### config.mk
export PLATFORM = sky130hd
export DESIGN_NAME = hold_arbiter
export DESIGN_NICKNAME = d
export VERILOG_FILES = /design/src/rtl/bpu_pkg.sv /design/src/rtl/rr_pick.sv /design/src/rtl/hold_arbiter.sv
export SDC_FILE = /design/constraint.sdc
export NUM_CORES = 1
export LEC_CHECK = 0
export ABC_AREA = 1
export BUFFER_PORTS_ARGS = -buffer_cell sky130_fd_sc_hd__buf_2
export CAP_MARGIN = 20
export CORE_ASPECT_RATIO = 1.25
export CORE_MARGIN = 3
export CORE_UTILIZATION = 35
export DETAILED_ROUTE_END_ITERATION = 10
export GPL_TIMING_DRIVEN = 0
export PLACE_DENSITY = 0.62
export SLEW_MARGIN = 5
export SYNTH_ARGS = -nofsm -noshare
export SYNTH_HDL_FRONTEND = slang
export SYNTH_SLANG_ARGS = --single-unit
### constraint.sdc
create_clock -name clk -period 3.15 [get_ports clk]
set_input_delay 0.945 -clock clk [delete_from_list [all_inputs] [get_ports clk]]
set_output_delay 0.945 -clock clk [all_outputs]
set_load 0.02 [all_outputs]
### src/rtl/bpu_pkg.sv
// rtl/bpu_pkg.sv - shared state encoding and default sizes for the hold arbiter
package bpu_pkg;

  typedef enum logic {
    HA_EMPTY = 1'b0,
    HA_FULL  = 1'b1
  } ha_state_e;

  localparam int HA_N_REQ = 4;
  localparam int HA_W     = 8;

endpackage

### src/rtl/rr_pick.sv
// rtl/rr_pick.sv - combinational round-robin winner select starting at rr_ptr
module rr_pick
  import bpu_pkg::*;
#(
  parameter int N_REQ = HA_N_REQ,
  parameter int IW    = $clog2(N_REQ)
) (
  input  logic [N_REQ-1:0] req,
  input  logic [IW-1:0]    rr_ptr,
  output logic [N_REQ-1:0] grant,
  output logic [IW-1:0]    idx,
  output logic             any
);

  int          cand;
  logic [IW-1:0] cand_idx;

  always_comb begin
    grant    = '0;
    idx      = '0;
    any      = 1'b0;
    cand     = 0;
    cand_idx = '0;
    // Scan upward from the pointer, wrapping; the first hit wins.
    for (int k = 0; k < N_REQ; k++) begin
      cand     = (int'(rr_ptr) + k) % N_REQ;
      cand_idx = IW'(cand);
      if (!any && req[cand_idx]) begin
        any             = 1'b1;
        grant[cand_idx] = 1'b1;
        idx             = cand_idx;
      end
    end
  end

endmodule

### src/rtl/hold_arbiter.sv
// rtl/hold_arbiter.sv - N-way round-robin arbiter feeding a single-entry hold slot
module hold_arbiter
  import bpu_pkg::*;
#(
  parameter int N_REQ = HA_N_REQ,
  parameter int W     = HA_W
) (
  input  logic                       clk,
  input  logic                       rst,
  input  logic [N_REQ-1:0]           req_valid,
  input  logic [N_REQ*W-1:0]         req_data,
  output logic [N_REQ-1:0]           req_grant,
  output logic                       out_valid,
  output logic [W-1:0]               out_data,
  output logic [$clog2(N_REQ)-1:0]   out_src,
  input  logic                       out_ack
);

  localparam int IW = $clog2(N_REQ);

  ha_state_e        state_q, state_d;
  logic [W-1:0]     data_q, data_d;
  logic [IW-1:0]    src_q, src_d;
  logic [IW-1:0]    rr_ptr_q, rr_ptr_d;

  logic [N_REQ-1:0] pick_grant;
  logic [IW-1:0]    pick_idx;
  logic             pick_any;
  logic             load;

  rr_pick #(.N_REQ(N_REQ), .IW(IW)) u_rr_pick (
    .req    (req_valid),
    .rr_ptr (rr_ptr_q),
    .grant  (pick_grant),
    .idx    (pick_idx),
    .any    (pick_any)
  );

  // Reset suppresses the grant so nothing is acknowledged to a requester and then dropped.
  assign load      = pick_any && (state_q == HA_EMPTY || out_ack) && !rst;
  assign req_grant = load ? pick_grant : '0;

  assign out_valid = (state_q == HA_FULL);
  assign out_data  = data_q;
  assign out_src   = src_q;

  always_comb begin
    state_d  = state_q;
    data_d   = data_q;
    src_d    = src_q;
    rr_ptr_d = rr_ptr_q;
    if (load) begin
      state_d  = HA_FULL;
      data_d   = req_data[int'(pick_idx)*W +: W];
      src_d    = pick_idx;
      rr_ptr_d = (int'(pick_idx) == N_REQ-1) ? '0 : pick_idx + 1'b1;
    end else if (state_q == HA_FULL && out_ack) begin
      state_d = HA_EMPTY;
    end
  end

  always_ff @(posedge clk) begin
    if (rst) begin
      state_q  <= HA_EMPTY;
      data_q   <= '0;
      src_q    <= '0;
      rr_ptr_q <= '0;
    end else begin
      state_q  <= state_d;
      data_q   <= data_d;
      src_q    <= src_d;
      rr_ptr_q <= rr_ptr_d;
    end
  end

endmodule
==> impl_metrics.toml, run 1 <==
[final_layout]
drive_above_1_share = 0.384
final_cell_area_sq_um = 1920
final_net_count = 333
area_growth_pct = 38.0
n_antenna_cell = 0

[power_and_ir_drop]
swShare = 0.530
p_sw_mw = 0.908
share_comb_of_total_power = 0.745
finalPower_mw = 1.71
pwr-share-clk = 0.090
p_per_area_nw_per_um2 = 892
p_int_mw = 0.804
leakagePower_nw = 1.05
ir_drop_mv = 0.350
pwr-share-seq = 0.165

[critical_path]
crit_path_top_delay_cell = "a31o_4"
r2r-end = "rr_ptr_q[1]"
worstPathCellList = "buf_2 -> inv_2 -> nand2_2 -> nand3_2 -> nand2_4 -> inv_4 -> nand3_2 -> nor2_4 -> nand2_1 -> a31o_4 -> inv_1 -> buf_6"
cp.arrival_ns = 2.16
r2r_slack_ns = 0.71
reg2reg_from = "rr_ptr_q[1]"
cp.required_ns = 2.20
critPathMaxFanout = 5
r2r_cells = 13
path_delay_family = "simple AND/OR/NAND/NOR gates"
cp.buffers_inverters = 5
start_kind = "primary input"
endpoint_kind = "primary output"
crit_top_cell = "nand3_2"
critPathKind = "primary input to primary output"
critPathMaxStageDelay_ns = 0.21

[synthesis]
seq_area_frac_synth = 0.187
yosysWarnings = 0
synth.top_cells.by_area = "dfxtp_1, nand2_1, nand3_1"
ys_types = 26
synth_top_area_share = 0.187
syn_area_sq_um = 1390
synth_area_leader_cell = "dfxtp_1"
syn_inst = 217
ys_seq_elements = 13
syn-num-nets = 265
synth_area_per_cell_sq_um = 6.41

[die]
fp.dieH_microns = 76.5
core-area_sq_um = 3820
io_pins = 54
rows = 25
die_w_microns = 62.4
die-area_sq_um = 4770
initial_core_util = 0.365

[min_path]
hp-start = "out_data[6]"
hold_path_class = "flip-flop to flip-flop"
hold_depth = 2
min_to = "out_data[6]"

[clocking]
clockRootBuffer = "clkbuf_8"
cts_num_sinks = 13
cts_tree = "built"
ctsHoldBuffers = 0
path_clk_slew_ns = 0.06
cts-buffers-inserted = 3
ctsHtreeMaxLevel = 1
clock_path_buffers = 2
clk_latency_ns = 0.25

[routing]
wl_microns = 4170
ant_nets = 0
drt_first_pass_iters = 4
post_drt_wl_per_cell_microns = 12.3
num_vias = 1645
remaining_drc_errors = 0
vias_per_cell = 4.87
drtIter0Drc = 64

[global_route]
first_global_vias = 1616
grt_max_degree = 12
gr-total-overflow = 0
antenna_found_initial = 0
grt_pass1_wl_microns = 7000
grtUsageTotal = 0.178

[run_status]
outcome = "complete, no violations"

[timing]
finalClockSkew_ns = 0.00449
setup_slack_ns = 0.0407
finalHoldViolCount = 0
tns_ns = 0
hold_slack_ns = 0.468
tightest_slew_ns = 0.472
period_share = 0.987
rsz0062_at_grt = "true"
slew_violations = 0
fmax_mhz = 322
slew_headroom = 0.685
setup_viol = 0
period_minus_slack_ns = 3.11

[place]
post-dp-hpwl_microns = 3150
gp_congestion = 0.806
dp_slack_ns = -0.222
dpl_cell_area_sq_um = 1720
io_buffers = 53

[job]
drv_cap = 0
[metrics by stage]
step,util,cells
after floorplan,-,217
after global placement,0.452,324
after detailed placement,0.452,324
after CTS,0.484,332
after global routing,0.503,338
final,0.503,338
[sequential cells by signal, summed over array words and instances, names as in the netlist]
signal,count
out_valid,1
out_data,8
out_src,2
rr_ptr_q,2
[power groups by stage]
stage	Clock, mW	Combinational, mW	Sequential, mW
6_report	0.153	1.28	0.283
3_3_place_gp	0	1.14	0.283
2_1_floorplan	0	0.798	0.351
5_1_grt	0.162	1.43	0.294
4_1_cts	0.158	1.23	0.284
3_5_place_dp	0	1.15	0.284
[worst max path at each step]
stage / start / end / slack, ns / cells past startpoint
finish: req_valid[3] / req_grant[2] / 0.04 / 12
global route: req_valid[0] / req_grant[2] / -0.04 / 12
CTS: req_valid[3] / req_grant[2] / 0.004 / 12
detailed placement: req_valid[2] / req_grant[1] / -0.22 / 13
global placement: req_valid[2] / req_grant[3] / -0.21 / 13
floorplan: req_valid[2] / req_grant[0] / 0.18 / 11
[tightest hold or removal path: stages, from the launching register on]
cell	delay (ns)
dfxtp_1	0.31
nand3_1	0.07
nand2_1	0.05
[layer usage]
| metal | vias up | wire length, microns | part of all wire | global-route usage |
|---|---|---|---|---|
| li1 | 860 | - | - | - |
| met2 | 36 | 2190 | 0.52 | 0.316 |
| met4 | 0 | 68 | 0.016 | 0.0751 |
| met3 | 5 | 126 | 0.030 | 0.0192 |
| met1 | 744 | 1790 | 0.43 | 0.215 |
| met5 | - | 0 | 0 | 0 |
[cell usage after synthesis]
cell type   n
nand2_1    63
nand3_1    41
inv_1      19
nand4_1    16
dfxtp_1    13
nor2_1     10
ha_1        9
nand2_2     8
a21oi_1     4
buf_2       4
inv_2       4
nand3_2     3
nand3_4     3
nor2_4      3
o21ai_0     3
a22oi_1     2
buf_6       2
nand2_4     2
a21boi_0    1
a31o_2      1
buf_4       1
clkbuf_1    1
inv_8       1
nand3b_1    1
nor2_8      1
o21ai_1     1
[cell type report]
| type | count | area (sq um) |
|---|---|---|
| plain buffers | 7 | 52.6 |
| clock buffers | 4 | 45.0 |
| fillers | 431 | 1900 |
| inverters | 24 | 108 |
| multi-input cells | 172 | 1020 |
| flip-flops and latches | 13 | 265 |
| well taps | 54 | 67.6 |
| repair buffers | 64 | 367 |
[cells in the final DEF, fill, tap and decap left out, types with 3 or more instances in the layout]
master and count:
nand2_2 11, dfxtp_1 11, o21ai_0 3, inv_2 5, nand3_1 41, buf_2 55
nand2_1 60, nor2_1 9, clkbuf_8 3, a21oi_1 4, buf_4 11, nand3_2 3
nor2_4 4, nand3_4 3, ha_1 8, inv_1 16, nand4_1 16
[kinds of logic (layout without fill, tap and decap cells)]
family                     count (synthesis)  count (layout)  synth area share
DFF                                       13              13             0.187
buffers and inverters                     32              99             0.109
and+or+nand+nor                          151             151             0.572
AOI/OAI and AO/OA                         12              12            0.0513
adders and majority gates                  9               9            0.0809
[repair_timing]
action | CTS | global route
setup endpoints to repair | 4 | 4
setup buffers | 5 | 6
pin swaps | 5 | 5
resized for setup | 11 | 9
Power figures use the tool's default switching activity.
==> inputs of run 2 (changes only) <==
CORE_UTILIZATION = 48   (was 35)
PLACE_DENSITY = 0.8   (was 0.62)
==> run 2 against run 1 <==
Compared with the run above: sequential share of layout area grew 0.058 points; design area increased by 0.52%; non-clock buffer count up 2; sequential power barely moved; global-route usage increased by 6.0 points; clock power fell by 32%.
==> impl_metrics.toml, run 2 (synthesized netlist as in run 1, its figures left out) <==
[critical_path]
critPathMaxStageDelay_ns = 0.22
crit_path_top_delay_cell = "a31o_4"
worstPathCellList = "buf_2 -> inv_1 -> nand2_2 -> nand3_4 -> nand2_8 -> inv_4 -> nand3_4 -> nor2_4 -> nand2_2 -> a31o_4 -> inv_2 -> buf_6"
endpoint_kind = "primary output"
critPathMaxFanout = 5
start_kind = "primary input"
critPathKind = "primary input to primary output"
cp.required_ns = 2.20
r2r_cells = 14
cp.arrival_ns = 2.14

[global_route]
grt_max_degree = 12
antenna_found_initial = 0
grtUsageTotal = 0.238
gr-total-overflow = 0
grt_pass1_wl_microns = 6400
first_global_vias = 1500

[power_and_ir_drop]
leakagePower_nw = 1.05
p_per_area_nw_per_um2 = 884
ir_drop_mv = 0.565
finalPower_mw = 1.71

[place]
post-dp-hpwl_microns = 3010
io_buffers = 53
dp_slack_ns = -0.203
gp_congestion = 0.888

[clocking]
ctsHtreeMaxLevel = 1
cts-buffers-inserted = 3
path_clk_slew_ns = 0.07
clock_path_buffers = 2
clk_latency_ns = 0.28
cts_num_sinks = 13
cts_tree = "built"
clockRootBuffer = "clkbuf_4"

[final_layout]
drive_above_1_share = 0.406
final_common_cell = "nand2_1"
largest_register_ffs = 8
area_growth_pct = 38.8
mostFrequentLayoutCells = "nand2_1, buf_2, nand3_1"
n_antenna_cell = 0
num-fill-cells = 263
final_net_count = 335

[routing]
remaining_drc_errors = 0
drtIter0Drc = 55
post_drt_wl_per_cell_microns = 12.8
num_vias = 1700
vias_per_cell = 5.31
ant_nets = 0
drt_first_pass_iters = 4
wl_microns = 4090

[timing]
slew_headroom = 0.744
slew_violations = 0
period_share = 0.979
tns_ns = 0
tightest_slew_ns = 0.384
period_minus_slack_ns = 3.08
setup_viol = 0
finalHoldViolCount = 0
finalClockSkew_ns = 0.00414
fmax_mhz = 324
setup_slack_ns = 0.0662

[die]
fp.dieH_microns = 66.2
core-area_sq_um = 2730
rows = 21
initial_core_util = 0.509
io_pins = 54
die_w_microns = 54.2
die-area_sq_um = 3580

[min_path]
hold_depth = 2
hold_path_class = "flip-flop to flip-flop"

[run_status]
outcome = "complete, no violations"

[job]
drv_cap = 0
run 2: changes by cell type in the layout (fill, tap and decap cells not counted), sizes merged:
| cell | delta |
|---|---|
| buf | +2 |
run 2: final timing paths:
kind | start | slack (ns) | to
worst max-delay path | req_valid[1] | 0.07 | req_grant[2]
worst min-delay path | out_data[5] | 0.47 | out_data[5]
worst max register to register | rr_ptr_q[0] | 0.76 | rr_ptr_q[1]
worst min register to register | out_data[5] | 0.47 | out_data[5]
run 2: critical path: cells and delay by family:
kind	cells	cell delay, ns
and+or+nand+nor	6	0.58
buffers and inverters	5	0.39
AOI/OAI and AO/OA	1	0.22
run 2: metal layers:
layer / wire (microns) / global-route usage / share of wire / up-vias
met5: 0 / 0 / 0 / -
met4: 89 / 0.115 / 0.022 / 0
met3: 141 / 0.0316 / 0.034 / 9
met2: 2200 / 0.410 / 0.54 / 41
met1: 1660 / 0.277 / 0.40 / 791
li1: - / - / - / 859
run 2: layout make-up:
type,instances,area [sq um],share of cell area
sequential,13,268,0.139
buffer,7,52.6,0.0272
inverter,24,110,0.0570
clock buffer,4,26.3,0.0136
multi-input combinational,172,1060,0.550
tap,34,42.5,0.0220
timing repair buffer,66,369,0.191
run 2: repair_timing:
| action | CTS | global route |
|---|---|---|
| hold buffers | 0 | 0 |
| resized for setup | 11 | 21 |
| pin swaps | 5 | 10 |
| setup buffers | 5 | 9 |
| setup endpoints to repair | 4 | 4 |
run 2: per-stage QoR:
| stage | utilization | cells | hold WS, ns | cell area, sq um |
|---|---|---|---|---|
| 3_3_place_gp | 0.622 | 304 | 0.453 | 1700 |
| 4_1_cts | 0.655 | 312 | 0.474 | 1790 |
| 2_1_floorplan | - | 217 | 0.545 | 1390 |
| 6_report | 0.707 | 320 | 0.472 | 1930 |
| 5_1_grt | 0.707 | 320 | 0.495 | 1930 |
| 3_5_place_dp | 0.622 | 304 | 0.461 | 1700 |
run 2: report_power, final:
part | total, mW | internal, mW | switching (mW)
registers | 0.284 | 0.238 | 0.0457
logic | 1.32 | 0.496 | 0.823
clock network | 0.104 | 0.0493 | 0.0552
total | 1.71 | 0.784 | 0.924
==> inputs of run 3 (changes only) <==
CTS_CLUSTER_SIZE = 10   (was unset)
HOLD_SLACK_MARGIN = 0.08   (was unset)
SETUP_SLACK_MARGIN = 0.5   (was unset)
==> run 3 against run 2 <==
Compared with the run above: combinational power rose by 28%; register-to-register slack worse by 0.49 ns; via count increased by 17%; maximum frequency fell by 1.6%; clock skew down 0.00059 ns; worst setup slack worse by 0.052 ns; total power increased by 22%; sequential power up 1%; sequential share of layout area fell by 2.4 points; count of clock-buffer cells in the layout unchanged; worst hold slack lost 0.00088 ns; sequential cell count unchanged; critical endpoint unchanged; highest routed layer unchanged.
==> impl_metrics.toml, run 3 (synthesized netlist as in run 1, its figures left out) <==
[final_layout]
n_antenna_cell = 0
num-fill-cells = 156
seqCellArea_sq_um = 268
final_net_count = 353
final_cells = 338
final_common_cell = "nand2_1"
drive_above_1_share = 0.487
largest_register_ffs = 8
multi_input_area_sq_um = 1160
postLayoutCoreUtil = 0.858
area_growth_pct = 68.4
mostFrequentLayoutCells = "nand2_1, buf_2, nand3_1"

[run_status]
outcome = "complete, no violations"

[critical_path]
critPathMaxFanout = 6
r2r_cells = 23
reg2reg_from = "rr_ptr_q[0]"
critPathMaxStageDelay_ns = 0.22
critPathLaunch = "req_valid[2]"
critPathCapture = "req_grant[2]"
critPathKind = "primary input to primary output"
start_kind = "primary input"
r2r_slack_ns = 0.27
cp.arrival_ns = 2.19
endpoint_kind = "primary output"
crit_path_top_delay_cell = "a31o_2"
r2r-end = "rr_ptr_q[0]"
worstPathCellList = "buf_12 -> inv_12 -> nand2_8 -> nand3_4 -> nand2_8 -> inv_6 -> nand3_4 -> nor2_4 -> nand2_1 -> a31o_2 -> inv_2 -> buf_6"
cp.required_ns = 2.20

[routing]
remaining_drc_errors = 0
vias_per_cell = 5.87
num_vias = 1984
drtIter0Drc = 178
post_drt_wl_per_cell_microns = 17.3
ant_nets = 0
drt_first_pass_iters = 7
wl_microns = 5850

[clocking]
clock_path_buffers = 2
ctsHoldBuffers = 0
cts-buffers-inserted = 3
cts_num_sinks = 13
cts_tree = "built"
clockRootBuffer = "clkbuf_4"
ctsHtreeMaxLevel = 1
clk_latency_ns = 0.29
path_clk_slew_ns = 0.08

[power_and_ir_drop]
p_per_area_nw_per_um2 = 890
leakagePower_nw = 1.25
finalPower_mw = 2.09
ir_drop_mv = 0.621

[timing]
slew_violations = 0
finalClockSkew_ns = 0.00354
period_share = 0.995
fmax_mhz = 319
slew_headroom = 0.715
period_minus_slack_ns = 3.14
tightest_slew_ns = 0.427
setup_viol = 0
hold_slack_ns = 0.471
finalHoldViolCount = 0
rsz0062_at_grt = "true"
setup_slack_ns = 0.0146

[place]
gp_congestion = 0.864
post-dp-hpwl_microns = 3180
place_inst = 304
dp_slack_ns = -0.104
io_buffers = 53

[die]
die-area_sq_um = 3580
die_w_microns = 54.2
fp.dieH_microns = 66.2
initial_core_util = 0.509
core-area_sq_um = 2730
rows = 21
io_pins = 54

[min_path]
hold_path_class = "flip-flop to flip-flop"

[global_route]
grt_pass1_wl_microns = 7120
grtUsageTotal = 0.265
antenna_found_initial = 0
gr-total-overflow = 0
first_global_vias = 1559
grt_max_degree = 11

[job]
drv_cap = 0
==> run 3: timing repair <==
item	4_1_cts	5_1_grt
pin swaps	11	12
setup endpoints to repair	4	5
buffers inserted	20	10
resized for setup	31	29
==> run 3: worst min-delay path by stage <==
stage | start | end | slack (ns) | cells after the start
2_1_floorplan | out_data[0] | out_data[0] | 0.54 | 2
3_3_place_gp | out_data[6] | out_data[6] | 0.45 | 2
3_5_place_dp | out_data[4] | out_data[4] | 0.46 | 2
4_1_cts | out_data[4] | out_data[4] | 0.47 | 2
5_1_grt | out_data[5] | out_data[5] | 0.49 | 2
6_report | out_data[5] | out_data[5] | 0.47 | 2
==> run 3: report_power, final <==
group          internal (mW)  switching, mW
registers              0.238         0.0502
logic                  0.655           1.04
clock network         0.0493         0.0579
==> run 3: routing by layer <==
layer / track usage / share of wire / vias to the layer above
li1: - / - / 902
met2: 0.442 / 0.48 / 156
met4: 0.0467 / 0.038 / 0
met1: 0.345 / 0.37 / 896
met5: 0 / 0 / -
met3: 0.0587 / 0.11 / 30
==> run 3: stage by stage <==
stage	TNS, ns	instance area (sq um)
3_3_place_gp	-0.236	1870
2_1_floorplan	0	1560
4_1_cts	0	2150
3_5_place_dp	-0.328	1870
5_1_grt	-0.0696	2340
6_report	0	2340
==> run 3: cell type report <==
cell class / count / share of cell area
flip-flops and latches: 13 / 0.114
well taps: 34 / 0.0182
clock buffers: 4 / 0.0112
multi-input cells: 172 / 0.497
inverters: 24 / 0.0715
plain buffers: 8 / 0.0310
repair buffers: 83 / 0.257
==> run 3: critical path, delay by kind of cell <==
family / cells / cell delay [ns]
compound gates: 1 / 0.22
simple gates: 6 / 0.63
buf+inv: 5 / 0.39
